`src/rtl/arm_pkg.sv`:
```
// Shared definitions for the memory-stage SRAM sequencer: state encoding,
// external SRAM geometry and the data-segment base address.
package arm_pkg;

    typedef enum logic [1:0] {
        ST_IDLE = 2'd0,
        ST_LO   = 2'd1,
        ST_HI   = 2'd2,
        ST_DONE = 2'd3
    } sram_state_t;

    localparam int SRAM_ADDR_W = 18;
    localparam int SRAM_DATA_W = 16;

    localparam logic [31:0] DATA_BASE_ADDR = 32'd1024;

    // Half-word SRAM address for one phase of a 32-bit word access.
    function automatic logic [SRAM_ADDR_W-1:0] half_addr(
        input logic [SRAM_ADDR_W-2:0] word_idx,
        input logic                   hi_half
    );
        return {word_idx, hi_half};
    endfunction

endpackage

```
`src/rtl/wait_counter.sv`:
```
// Load/decrement down-counter with a zero flag; load takes priority and the
// count saturates at zero.
module wait_counter #(
    parameter int WIDTH = 2
) (
    input  logic             clk,
    input  logic             rst,
    input  logic             load,
    input  logic [WIDTH-1:0] load_value,
    input  logic             dec,
    output logic [WIDTH-1:0] count,
    output logic             zero
);

    always_ff @(posedge clk) begin
        if (rst) begin
            count <= '0;
        end else if (load) begin
            count <= load_value;
        end else if (dec && (count != '0)) begin
            count <= count - 1'b1;
        end
    end

    assign zero = (count == '0);

endmodule

```
`src/rtl/sram_controller.sv`:
```
// Sequences one 32-bit load/store as two 16-bit SRAM phases (low half, then
// high half), each held WAIT_CYCLES cycles, and stalls the pipeline meanwhile.
module sram_controller
    import arm_pkg::*;
#(
    parameter int          WAIT_CYCLES = 2,
    parameter logic [31:0] BASE_ADDR   = DATA_BASE_ADDR
) (
    input  logic        clk,
    input  logic        rst,
    input  logic        mem_read,
    input  logic        mem_write,
    input  logic [31:0] address,
    input  logic [31:0] write_data,
    output logic [31:0] read_data,
    output logic        ready,
    output logic [17:0] sram_addr,
    output logic [15:0] sram_dq_out,
    input  logic [15:0] sram_dq_in,
    output logic        sram_dq_oe,
    output logic        sram_we_n
);

    localparam int CNT_W = (WAIT_CYCLES > 1) ? $clog2(WAIT_CYCLES) : 1;
    localparam logic [CNT_W-1:0] CNT_LOAD = CNT_W'(WAIT_CYCLES - 1);

    // Handshake: ready is combinational. In IDLE it drops in the same cycle a
    // request appears; it stays low through LO and HI, and rises for exactly
    // the one DONE cycle, at whose closing edge the pipeline advances.

    sram_state_t state;
    sram_state_t state_next;

    logic                   request;
    logic                   accept;
    logic                   lo_end;
    logic                   hi_end;
    logic                   in_phase;
    logic                   cnt_load;
    logic                   cnt_dec;
    logic                   cnt_zero;
    logic [CNT_W-1:0]       cnt_value;

    logic                   op_write;
    logic [SRAM_ADDR_W-2:0] word_idx;
    logic [15:0]            wdata_hi;
    logic [15:0]            lo_buf;
    logic [31:0]            offset;
    logic                   unused_offset_bits;

    assign request = mem_read | mem_write;
    assign offset  = address - BASE_ADDR;
    // Offset bits above 18 alias onto the 256K half-word SRAM; [1:0] is the
    // byte lane of a word-aligned access.
    assign unused_offset_bits = ^{offset[31:19], offset[1:0]};

    wait_counter #(
        .WIDTH(CNT_W)
    ) u_wait_counter (
        .clk       (clk),
        .rst       (rst),
        .load      (cnt_load),
        .load_value(CNT_LOAD),
        .dec       (cnt_dec),
        .count     (cnt_value),
        .zero      (cnt_zero)
    );

    always_ff @(posedge clk) begin
        if (rst) begin
            state <= ST_IDLE;
        end else begin
            state <= state_next;
        end
    end

    always_comb begin
        state_next = state;
        case (state)
            ST_IDLE: if (request)  state_next = ST_LO;
            ST_LO:   if (cnt_zero) state_next = ST_HI;
            ST_HI:   if (cnt_zero) state_next = ST_DONE;
            ST_DONE: state_next = ST_IDLE;
            default: state_next = ST_IDLE;
        endcase
    end

    always_comb begin
        in_phase   = (state == ST_LO) || (state == ST_HI);
        accept     = (state == ST_IDLE) && request;
        lo_end     = (state == ST_LO) && cnt_zero;
        hi_end     = (state == ST_HI) && cnt_zero;
        ready      = ((state == ST_IDLE) && !request) || (state == ST_DONE);
        sram_we_n  = !(in_phase && op_write);
        sram_dq_oe = in_phase && op_write;
        cnt_load   = accept || lo_end;
        cnt_dec    = in_phase;
    end

    // Pad address/data are registered and only move on phase entry. The low
    // read half is parked in lo_buf so read_data updates as a whole word.
    always_ff @(posedge clk) begin
        if (rst) begin
            op_write    <= 1'b0;
            word_idx    <= '0;
            wdata_hi    <= '0;
            lo_buf      <= '0;
            sram_addr   <= '0;
            sram_dq_out <= '0;
            read_data   <= '0;
        end else begin
            if (accept) begin
                op_write    <= mem_write;
                word_idx    <= offset[18:2];
                wdata_hi    <= write_data[31:16];
                sram_addr   <= half_addr(offset[18:2], 1'b0);
                sram_dq_out <= write_data[15:0];
            end
            if (lo_end) begin
                sram_addr   <= half_addr(word_idx, 1'b1);
                sram_dq_out <= wdata_hi;
                if (!op_write) begin
                    lo_buf <= sram_dq_in;
                end
            end
            if (hi_end && !op_write) begin
                read_data <= {sram_dq_in, lo_buf};
            end
        end
    end

endmodule
```
`config.mk`:
```
export PLATFORM = sky130hd
export DESIGN_NAME = sram_controller
export DESIGN_NICKNAME = d
export VERILOG_FILES = /design/src/rtl/arm_pkg.sv /design/src/rtl/wait_counter.sv /design/src/rtl/sram_controller.sv
export SDC_FILE = /design/constraint.sdc
export NUM_CORES = 1
export LEC_CHECK = 0
export CAP_MARGIN = 10
export CORE_MARGIN = 4
export CORE_UTILIZATION = 34
export CTS_BUF_LIST = sky130_fd_sc_hd__clkbuf_8 sky130_fd_sc_hd__clkbuf_16
export DETAILED_ROUTE_END_ITERATION = 10
export GPL_TIMING_DRIVEN = 0
export PLACE_DENSITY = 0.7
export SETUP_SLACK_MARGIN = 0.4
export SYNTH_ARGS = -nofsm -noshare
export SYNTH_HDL_FRONTEND = slang
export SYNTH_SLANG_ARGS = --single-unit
```
`constraint.sdc`:
```
create_clock -name clk -period 2.4 [get_ports clk]
set_input_delay 0.72 -clock clk [delete_from_list [all_inputs] [get_ports clk]]
set_output_delay 0.72 -clock clk [all_outputs]
set_load 0.005 [all_outputs]
```
==> results of run 1 <==
area by class of cell:
| class | count | area (um^2) |
|---|---|---|
| inverter | 5 | 28.8 |
| clock buffer | 18 | 439 |
| sequential | 119 | 2400 |
| timing repair buffer | 154 | 1590 |
| fill | 1225 | 6150 |
| multi-input combinational | 407 | 2100 |
| tap | 176 | 220 |
| clock inverter | 14 | 126 |
| buffer | 43 | 194 |
final timing paths:
path                      start             to  slack (ns)  cells after the start
hold / removal    read_data[15]  read_data[15]        0.45                      2
hold reg to reg   read_data[15]  read_data[15]        0.45                      2
setup reg to reg       state[0]  read_data[24]        0.58                      8
setup / recovery       state[1]          ready        0.37                      4
routing by layer:
layer / routed length, um / up-vias / part of all wire / track usage
li1: - / 2266 / - / -
met1: 6310 / 2187 / 0.43 / 0.220
met2: 6810 / 192 / 0.47 / 0.295
met3: 1150 / 26 / 0.079 / 0.0657
met4: 334 / 0 / 0.023 / 0.0845
met5: 0 / - / 0 / 0
stage by stage:
stage | instance area [um^2] | hold slack (ns) | setup WS [ns]
6_report | 7090 | 0.451 | 0.369
4_1_cts | 6910 | 0.453 | 0.326
2_1_floorplan | 4590 | 0.429 | 0.415
3_3_place_gp | 6180 | 0.435 | -0.308
5_1_grt | 7090 | 0.470 | 0.328
3_5_place_dp | 6180 | 0.447 | -0.305
power by group:
part	internal, mW	total (mW)	switching, mW
clock	1.45	2.40	0.950
sequential	2.53	2.82	0.293
combinational	1.38	3.11	1.73
total	5.36	8.33	2.97
flip-flops by register name, summed over array words and instances, names as in the netlist:
name,flops
op_write,1
u_wait_counter.count,1
lo_buf,16
sram_dq_out,16
wdata_hi,16
sram_addr,18
read_data,32
word_idx,17
state,2
synth_stat cells, types with 3 or more instances:
cell,n,area (um^2)
o21ai_0,7,35.0
clkbuf_1,26,97.6
o32ai_1,4,35.0
nand2_1,194,728
a311oi_1,24,210
o211ai_1,3,22.5
nand2b_1,11,68.8
dfxtp_1,119,2380
a21o_1,4,30.0
nor3_1,7,35.0
inv_1,5,18.8
buf_2,16,80.1
nand3_1,3,15.0
ha_1,6,75.1
a21oi_1,80,400
nor2_1,45,169
placed cells by master (no fill, tap or decap), drive strengths merged, types with 2 or more instances in the layout:
cell,instances
clkbuf,44
nand2,194
dlygate4sd2,29
a311oi,24
ha,6
dlymetal6s2s,28
a21oi,80
nor3b,2
o211ai,3
clkinvlp,5
dfxtp,119
nor3,9
a21o,4
nor2,46
o21ai,7
buf,39
inv,8
nand2b,11
clkinv,5
nand3,3
o32ai,6
clkdlybuf4s50,75
repair_timing:
item / CTS / global route
pin swaps: 4 / 4
resized for setup: 81 / 65
endpoints found under the setup margin: 61 / 82
gates cloned: 0 / 0
setup buffers: 14 / 3
tightest hold or removal path: stages (launching register included):
cell and delay, ns:
dfxtp_1 0.30, nand2_1 0.05, a21oi_1 0.05
cell families after synthesis:
family                     count (synthesis)  synth area share
and+or+nand+nor                          270             0.241
AOI/OAI and AO/OA                        128             0.174
DFF                                      119             0.519
buffers and inverters                     48            0.0444
adders and majority gates                  6            0.0163
xor gates and xnor gates                   2           0.00381
muxes                                      1           0.00218
==> impl_results.md, run 1 <==
* TNS Setup at 0 ns
* Die ar. at 15400 um^2
* Routability-driven placement congestion ratio at 0.835
* Asr flop ratio synth at 0
* Wire per inst at approximately 16 um
* Slew Viols, Final at 0
* Max frequency at a little under 0.5 GHz
* Ys flop type: dfxtp_1
* Clock-pin slew on the worst setup and hold paths at 0.05 ns
* Status: completed
* Drt initial violations at between 200 and 300
* Number of flops mapped to enable cells by yosys at 0
* Initial antenna violation count at 0
* Slowest-stage cell, CP: dfxtp_4
* Vias at 4671
* Effective utilization at floorplan at 0.347
* Syn_area_per_cell at 8.00 um^2
* Boundary Pins at 153
* Setup CP Type: reg2out
* DR vias/cell at around 5.0
* Kind of cell adding the most delay to the critical path: flip-flops
* PwrDens at around 1200 nW/um^2
* Total design power at approximately 8.3 mW
* Die width at ~120 um
* Synth warnings at 0
* Sequential fraction of the synthesis area at 0.519
* Hold buffer count at cts at 0
* DRC at 0
* CTS tree: done
* Vias in the first global route at 4662
* GRT Util Overall at 0.184
* Relative slew margins at 0.571
* PortBufs at ~140
* Post-synthesis cell area at about 4600 um^2
* Nature of the critical path endpoint: output port
* H-tree Lvls at 4
* Routed Antenna Nets at 0
* Syn_nets at 664
* CP Max Fanout at 3
* Largest net degree at the start of global routing at 17
* CTS Sinks at roughly 120
* Layout Cells excl Fill at 936
* RSZ-0062 raised after global routing: yes
* Synth cell types at 34
* CORE AREA at about 13000 um^2
* Layout area overhead at 54.4%
* Leakage at 3.21 nW
* Max Cap Viol at 0
* Die Y at 124 um
* Syn Inst Count at 574
* Utilization after layout at 0.536
* Final Hold Vio Count at 0
* Fin crit share at 0.846
* FF+latch count, synth at around 120
* Antenna cell count at 0
* Worst-skew pair later-pin latency at between 0.4 and 0.5 ns
* Slew of the pin with the lowest slew margin at approximately 0.64 ns
* Crit path cell chain: buf_6 -> ha_4 -> a21o_1 -> buf_2
* Worst Hold Class: reg2reg
* Dpl cells at a little under 900
* Slowest stage delay, CP at 0.36 ns
* Layout cells sized above 1 at 0.143
* Detailed Routing Iterations Pass 1 at 5
* Nets at approximately 840
* CP Launch Type: register
* DP Wirelength at between 10 and 15 mm
* Cts bufs inserted at 17
* Worst Skew at approximately 0.0085 ns
* Site row count at 42
* Worst EP required at approximately 1.7 ns
* CP Buf/Inv Count at 2
* Max VDD drop at between 0.4 and 0.5 mV
* Global route overflow at 0
* WP data arrival at between 1 and 1.5 ns
* CTS Buffer Depth at 2
* CTS root buf: clkbuf_16
* Tmin final at slightly above 2 ns
* Routed WL at 14.6 mm
* First-pass GRT wire length at between 20 and 25 mm
* Setup Viol. Count Final at 0
Power figures use the tool's default switching activity.
==> run 2, diff against run 1 <==
- clock period: 2.4 -> 2.1 ns (I/O delays scaled with it)
==> run 2 against run 1 <==
  * Sequential share of layout area up 0.32 points
  * Final cell count down 0.96%
  * Worst setup slack got worse by 0.23 ns
  * Via count down 1.1%
  * Global-route usage about the same
  * Combinational power rose by 16%
  * First-iteration DRC count shrank 8.2%
  * Clock skew shrank 0.0037 ns
  * Clock power rose by 23%
  * Hold slack got worse by 0.00054 ns
  * Largest cell class unchanged
==> impl_results.md, run 2 (synthesized netlist as in run 1, its figures left out) <==
* Layout area overhead at 52.4%
* Filler cell count at roughly 1200
* H-tree Lvls at 4
* Worst Hold Class: reg2reg
* Vias in the first global route at roughly 4700
* PwrDens at around 1400 nW/um^2
* Final Hold Vio Count at 0
* Detailed Routing Iterations Pass 1 at 5
* CP Launch Type: primary input
* Slew Viols, Final at 0
* Fin Hold WS at ~0.45 ns
* Footprint of the multi-input gates at about 2100 um^2
* Global route overflow at 0
* DRC at 0
* WP data arrival at 1.33 ns
* Setup Viol. Count Final at 0
* Nets at approximately 830
* Slew of the pin with the lowest slew margin at approximately 0.44 ns
* Max Cap Viol at 0
* Worst-skew pair later-pin latency at between 0.4 and 0.5 ns
* Leakage at between 2 and 3 nW
* Initial antenna violation count at 0
* Layout cells sized above 1 at 0.162
* Hold buffer count at cts at 0
* Wire per inst at approximately 16 um
* RSZ-0062 raised after global routing: yes
* Routability-driven placement congestion ratio at around 0.84
* Placed inst area at 6210 um^2
* Die width at about 120 um
* Most frequent cells in the layout: nand2_1, dfxtp_1, a21oi_1
* Final instance area at about 7000 um^2
* Effective utilization at floorplan at 0.347
* Die Y at about 120 um
* Fin crit share at 0.934
* Tmin final at 1.96 ns
* Vias at about 4600
* Clock-pin slew on the worst setup and hold paths at 0.05 ns
* Commonest non-fill, non-tap cell in the layout: nand2_1
* Nature of the critical path endpoint: output port
* Max VDD drop at 0.662 mV
* CTS root buf: clkbuf_16
* Worst EP required at ~1.5 ns
* DR vias/cell at 4.98
* Status: completed
* Boundary Pins at between 150 and 200
* GRT Util Overall at 0.184
* Die ar. at roughly 15000 um^2
* CORE AREA at ~13000 um^2
* DP Wirelength at between 10 and 15 mm
* CTS Sinks at 119
* Dpl cells at just under 900
* First-pass GRT wire length at ~23 mm
* Site row count at 42
* Number of flip-flops in the largest register at 32
* TNS Setup at 0 ns
* FF+latch area at 2390 um^2
* Cts bufs inserted at 17
* Setup CP Type: in2out
* Drt initial violations at approximately 260
* Total design power at around 9.8 mW
* Largest net degree at the start of global routing at 17
* Layout Cells excl Fill at ~930
* CTS Buffer Depth at 2
* Top reg by flops: read_data
* CP Max Fanout at 4
* PortBufs at between 100 and 150
* Largest regs: read_data x32, sram_addr x18, word_idx x17
* CTS tree: done
* Relative slew margins at 0.706
* Antenna cell count at 0
* Max frequency at 0.510 GHz
* Routed WL at ~14 mm
* Routed Antenna Nets at 0
* Worst Skew at between 0.004 and 0.005 ns
[run 2: changes by cell type in the layout (fill, tap and decap cells not counted), moves of 4 or more]
| cell | delta |
|---|---|
| buf_2 | -7 |
| buf_4 | +6 |
| buf_6 | -6 |
| clkbuf_1 | -18 |
| clkbuf_2 | +15 |
| clkbuf_4 | +4 |
| clkdlybuf4s50_1 | -16 |
| dfxtp_1 | +6 |
| dfxtp_2 | -5 |
| dlygate4sd2_1 | +42 |
| dlymetal6s2s_1 | -27 |
| inv_6 | -4 |
[run 2: what timing repair did]
action | in CTS | in global routing
resized for setup | 134 | 66
setup buffers | 4 | 4
pin swaps | 4 | 7
setup endpoints to repair | 188 | 119
[run 2: path summary, 6_finish.rpt]
check / from / endpoint / slack [ns] / depth (start not counted)
setup / recovery: mem_write / ready / 0.14 / 4
hold / removal: read_data[24] / read_data[24] / 0.45 / 2
setup reg to reg: state[0] / lo_buf[8] / 0.37 / 9
hold reg to reg: read_data[24] / read_data[24] / 0.45 / 2
[run 2: cell type report]
type | count | share of cell area
tap | 176 | 0.0315
multi-input combinational | 407 | 0.305
clock buffer | 19 | 0.0647
clock inverter | 13 | 0.0223
inverter | 5 | 0.00590
buffer | 43 | 0.0395
timing repair buffer | 145 | 0.189
sequential | 119 | 0.342
[run 2: through the flow]
step                      utilization  setup WS (ns)
after floorplan                     -          0.316
after global placement          0.469         -0.438
after detailed placement        0.469         -0.442
after CTS                       0.517          0.147
after global routing            0.528          0.100
final                           0.528          0.140
[run 2: critical path, stage by stage]
cell	delay, ns
dlygate4sd2_1	0.32
nor2_2	0.07
a21o_1	0.19
buf_2	0.12
[run 2: layer usage]
layer	wire length, um	vias to the layer above	global-route usage	share of wire
met5	0	-	0	0
met4	319	0	0.0625	0.022
met3	1240	26	0.0743	0.086
met2	6720	182	0.303	0.47
met1	6140	2172	0.216	0.43
li1	-	2241	-	-
[run 2: power breakdown]
| group | internal, mW | total [mW] | switching, mW |
|---|---|---|---|
| logic | 1.59 | 3.60 | 2.00 |
| registers | 2.88 | 3.20 | 0.323 |
| clock network | 1.92 | 2.96 | 1.04 |
| total | 6.39 | 9.76 | 3.37 |
==> run 3, diff against run 2 <==
- CORE_MARGIN: 4 -> 2
==> run 3 against run 2 <==
  * Routed wire length shrank 5.0%
  * First-iteration DRC count down 18%
  * Count of clock-buffer cells in the layout up 2
  * Total power increased by 1.9%
  * Worst setup slack lost 0.0043 ns
  * Flip-flop and latch count stayed put
  * Non-clock buffer count is 5 higher
  * Design area grew 1.4%
  * Clock skew up 0.0015 ns
  * Critical path depth did not move
  * Clock power is 3% higher
  * Critical endpoint unchanged
==> impl_results.md, run 3 (synthesized netlist as in run 1, its figures left out) <==
* Routability-driven placement congestion ratio at approximately 0.86
* Filler cell count at ~1300
* Leakage at between 3 and 4 nW
* Largest net degree at the start of global routing at 17
* CORE AREA at ~13000 um^2
* Nets at approximately 830
* PwrDens at around 1400 nW/um^2
* Site row count at 42
* RSZ-0062 raised after global routing: yes
* Dpl ws at -0.464 ns
* Fin crit share at 0.936
* CTS tree: done
* Setup Viol. Count Final at 0
* Global route overflow at 0
* PortBufs at approximately 140
* Largest regs: read_data x32, sram_addr x18, word_idx x17
* Layout area overhead at 54.5%
* CP Max Fanout at 4
* Initial antenna violation count at 0
* CTS root buf: clkbuf_16
* Relative slew margins at 0.744
* DRC at 0
* Boundary Pins at around 150
* Net switching power at ~3.3 mW
* Routed Antenna Nets at 0
* Reg power frac at 0.323
* Number of flip-flops in the largest register at 32
* Nature of the critical path endpoint: output port
* Comb power frac at 0.369
* Slew Viols, Final at 0
* Cts bufs inserted at 17
* Internal at around 6.6 mW
* Hold buffer count at cts at 0
* Most frequent cells in the layout: nand2_1, dfxtp_1, a21oi_1
* Top Layer Used: met4
* Worst Hold Class: reg2reg
* Layout Cells excl Fill at 932
* Final Hold Vio Count at 0
* First-pass GRT wire length at 21.4 mm
* Top reg by flops: read_data
* Footprint of the multi-input gates at between 2000 and 2500 um^2
* Die width at between 100 and 150 um
* DP Wirelength at about 9.7 mm
* DR vias/cell at approximately 4.9
* WP data arrival at 1.33 ns
* Final WS setup at between 0.1 and 0.15 ns
* Max frequency at between 0.5 and 0.6 GHz
* Detailed Routing Iterations Pass 1 at 4
* Max Cap Viol at 0
* Status: completed
* Wire per inst at 14.7 um
* Layout cells sized above 1 at 0.163
* Max VDD drop at 0.569 mV
* CTS Sinks at about 120
* Tmin final at around 2.0 ns
* Worst Skew at approximately 0.0063 ns
* Total design power at approximately 9.9 mW
* Die Y at approximately 120 um
* Slew of the pin with the lowest slew margin at 0.382 ns
* H-tree Lvls at 4
* WL met3 at ~1.0 mm
* Routed WL at about 14 mm
* Antenna cell count at 0
* Sw frac at 0.331
* Clk pwr share at 0.308
* GRT Util Overall at 0.191
* Commonest non-fill, non-tap cell in the layout: nand2_1
* CP Launch Type: primary input
* Worst EP required at about 1.5 ns
* Effective utilization at floorplan at 0.347
* FF+latch area at 2390 um^2
* Die ar. at 14500 um^2
* Clock-pin slew on the worst setup and hold paths at 0.05 ns
* Drt initial violations at between 200 and 250
* Vias in the first global route at ~4400
* WL met2 at around 6.3 mm
* CTS Buffer Depth at 2
* Setup CP Type: in2out
* Worst-skew pair later-pin latency at about 0.42 ns
* Dpl cells at 887
* Routed length on met1 at about 6 mm
* Vias at between 4000 and 5000
-- run 3: cell types whose count changed in the layout (fill, tap and decap cells not counted), sizes merged --
cell,delta
clkdlybuf4s15,+6
dlygate4sd2,-6
buf,+5
clkinvlp,-3
bufinv,+1
clkbuf,+1
clkdlybuf4s50,+1
-- run 3: final timing paths --
check,start,end,slack (ns),cells after the start
setup / recovery,mem_write,ready,0.14,4
hold / removal,lo_buf[14],read_data[14],0.45,2
setup reg to reg,state[0],sram_addr[3],0.45,8
hold reg to reg,lo_buf[14],read_data[14],0.45,2
-- run 3: routing by layer --
metal  GRT usage  vias to the layer above
met5           0                        -
met2       0.316                      148
met4      0.0632                        0
met1       0.228                     2095
li1            -                     2265
met3      0.0745                       20
-- run 3: cell type report --
cell class	instances	share of cell area
Clock buffer	21	0.0677
Sequential cell	119	0.337
Multi-Input combinational cell	407	0.299
Clock inverter	11	0.0215
Buffer	43	0.0430
Inverter	5	0.00582
Timing Repair Buffer	150	0.194
Tap cell	176	0.0310
-- run 3: critical path, cell delays in order --
cell           delay (ns)
dlygate4sd2_1        0.28
nor2_1               0.16
a21o_1               0.15
buf_2                0.11
-- run 3: timing repair --
action                     CTS  global route
pin swaps                    5             4
setup endpoints to repair  188           114
resized for setup          142            58
setup buffers                8             5
-- run 3: power groups by stage --
stage / clock network (mW) / logic, mW / registers (mW)
after detailed placement: 0 / 3.28 / 3.23
after CTS: 3.11 / 3.35 / 3.19
after floorplan: 0 / 1.83 / 3.20
after global routing: 3.23 / 4.01 / 3.28
final: 3.06 / 3.67 / 3.21
after global placement: 0 / 3.21 / 3.21
-- run 3: metrics by stage --
stage / utilization / hold slack [ns] / setup TNS (ns) / instance area [um^2]
after floorplan: - / 0.429 / 0 / 4620
after global placement: 0.469 / 0.438 / -14.43 / 6210
after detailed placement: 0.469 / 0.446 / -18.68 / 6210
after CTS: 0.523 / 0.450 / 0 / 6930
after global routing: 0.536 / 0.462 / 0 / 7090
final: 0.536 / 0.450 / 0 / 7090
==> RTL edit, RTL diff (settings of run 1) <==
Set the parameter `WAIT_CYCLES` to 4 (it was 2).
--- a/src/rtl/sram_controller.sv
+++ b/src/rtl/sram_controller.sv
@@ -4,5 +4,5 @@
     import arm_pkg::*;
 #(
-    parameter int          WAIT_CYCLES = 2,
+    parameter int          WAIT_CYCLES = 4,
     parameter logic [31:0] BASE_ADDR   = DATA_BASE_ADDR
 ) (
Behaviour: not the same (a bounded check fails within 4 cycles, from zero or initial values and one cycle with rst high).
==> RTL edit against run 1 <==
Final area down 1.5%; clock power about the same; area after synthesis grew 0.87%; worst setup slack lost 7.2 ps; utilization is 0.99 points lower; clock skew up 0.90 ps; total power decreased by 7.3%; cell count down 0.85%; routed wire length fell by 0.34%; sequential cell count increased by 1; non-clock buffer count fell by 14; critical path type unchanged; largest cell class unchanged; largest power group is now sequential cells; highest routed layer unchanged.
==> RTL edit: results (changes against run 1) <==
status: finished, final reports clean
clock tree buffer depth: 2 (unchanged)
number of iterations in the first detailed-routing pass: 5 (unchanged)
Inst Count DP: 892 (+0.56%)
biggest cell delay along the critical path: 350 ps
Via density: 4.93 (-1.2%)
crit-path leading delay family: flip-flops
Mapped Cells: 579 (+0.87%)
HPWL reported at the end of detailed placement: 10100 um (-0.67%)
htree depth: 4 (unchanged)
Routed met2 length: 7020 um (+3.2%)
R2R setup slack: 540 ps (-40 ps)
final non-filler cell total: 928 (-0.85%)
initial antenna violation count: 0 (unchanged)
async set or reset register ratio after synthesis: 0% (unchanged)
Syn Nets: 669 (+0.75%)
XOR/XNOR Fraction of Synth Area: 0.567% (+0.19 points)
diodes inserted: 0 (unchanged)
PortBufs: 137 (unchanged)
pre-CTS WS: -397 ps (-92.4 ps)
layout cells sized above 1: 13.6% (-0.78 points)
DR top layer: met4
minimum clock period: 2040 ps (+7.15 ps)
Leakage: 3.27 nW (+1.8%)
vias in the first global route: 4703 (+0.88%)
Root Driver: clkbuf_16
largest net degree at the start of global routing: 17 (unchanged)
Layout Skew: 9.35 ps (+0.900 ps)
TritonCTS Buffers: 17 (unchanged)
multiplexer share of the synthesized area: 0.216% (-0.0019 points)
first-pass GRT wire length: 23300 um (+1.3%)
Total GRT Usage: 18.5% (+0.12 points)
Worst-Margin Slew: 592 ps (-50.9 ps)
Synth Area in Adders: 1.62% (-0.014 points)
final net count: 829 (-0.96%)
min-delay worst type: flip-flop to flip-flop
CP Max Fanout: 2 (-1)
sequential element share of the synthesized area: 51.8% (about the same)
Distinct cells, synth: 36 (+5.9%)
post-synthesis compound-gate area fraction: 17.5% (+0.17 points)
top post-synthesis cells by count: nand2_1 (193), dfxtp_1 (120), a21oi_1 (80)
Max-Cap Viols: 0 (unchanged)
largest cells by area after synthesis: dfxtp_1 (52%), nand2_1 (16%), a21oi_1 (8.6%)
clk_lat worst skew: 420 ps (about the same)
total wire length: 14600 um (-0.34%)
Max VDD drop: 629 uV (+32%)
Reg clk slew, reported paths: 60 ps
biggest regs: read_data x32, sram_addr x18, word_idx x17
met3 WL: 1120 um (-2.6%)
gpl congestion: 0.820 (-1.7%)
Metal-1 WL: 6170 um (-2.3%)
Ys Warns: 0 (unchanged)
1st-iter DRT viols: 289 (+2.8%)
Slowest-stage cell, CP: dfxtp_2
## RTL edit: layout make-up
type	count	area [um2]
flip-flops and latches	120	2420
clock buffers	18	439
repair buffers	141	1470
clock inverters	14	125
fillers	1218	6310
inverters	7	26.3
multi-input cells	410	2100
plain buffers	42	188
well taps	176	220
## RTL edit: layer usage
metal | global-route usage (%) | up-vias
met5 | 0 | -
met4 | 6.83 | 0
met3 | 6.60 | 24
met2 | 30.5 | 161
met1 | 22.2 | 2123
li1 | - | 2267
## RTL edit: path summary, 6_finish.rpt
check | startpoint | to | cells after the start
max | state[1] | sram_dq_oe | 5
min | read_data[31] | read_data[31] | 2
max reg2reg | state[0] | lo_buf[8] | 8
min reg2reg | read_data[31] | read_data[31] | 2
## RTL edit: through the flow
stage                     power [mW]  TNS [ps]  hold WS, ps  instance area [um2]
after floorplan                 4.10         0          432                 4630
after global placement          5.15     -1610          438                 6220
after detailed placement        5.24     -2050          447                 6220
after CTS                       7.76         0          454                 6850
after global routing            8.19         0          475                 6990
final                           7.73         0          453                 6990
## RTL edit: power by group
group	internal [mW]	total [mW]	switching [mW]	leakage [nW]
Combinational	1.15	2.60	1.45	2.02
Sequential	2.47	2.72	0.252	0.988
Clock	1.45	2.40	0.953	0.261
## RTL edit: what timing repair did
| action | in CTS | in global routing |
|---|---|---|
| pin swaps | 3 | 4 |
| gates resized for setup | 67 | 65 |
| endpoints found under the setup margin | 43 | 117 |
| buffers inserted | 4 | 0 |
## RTL edit: cells by family after synthesis
kind of cell / Yosys count
flops: 120
simple gates: 270
compound gates: 130
mux: 1
xor+xnor: 3
buf+inv: 49
fa+ha+maj: 6
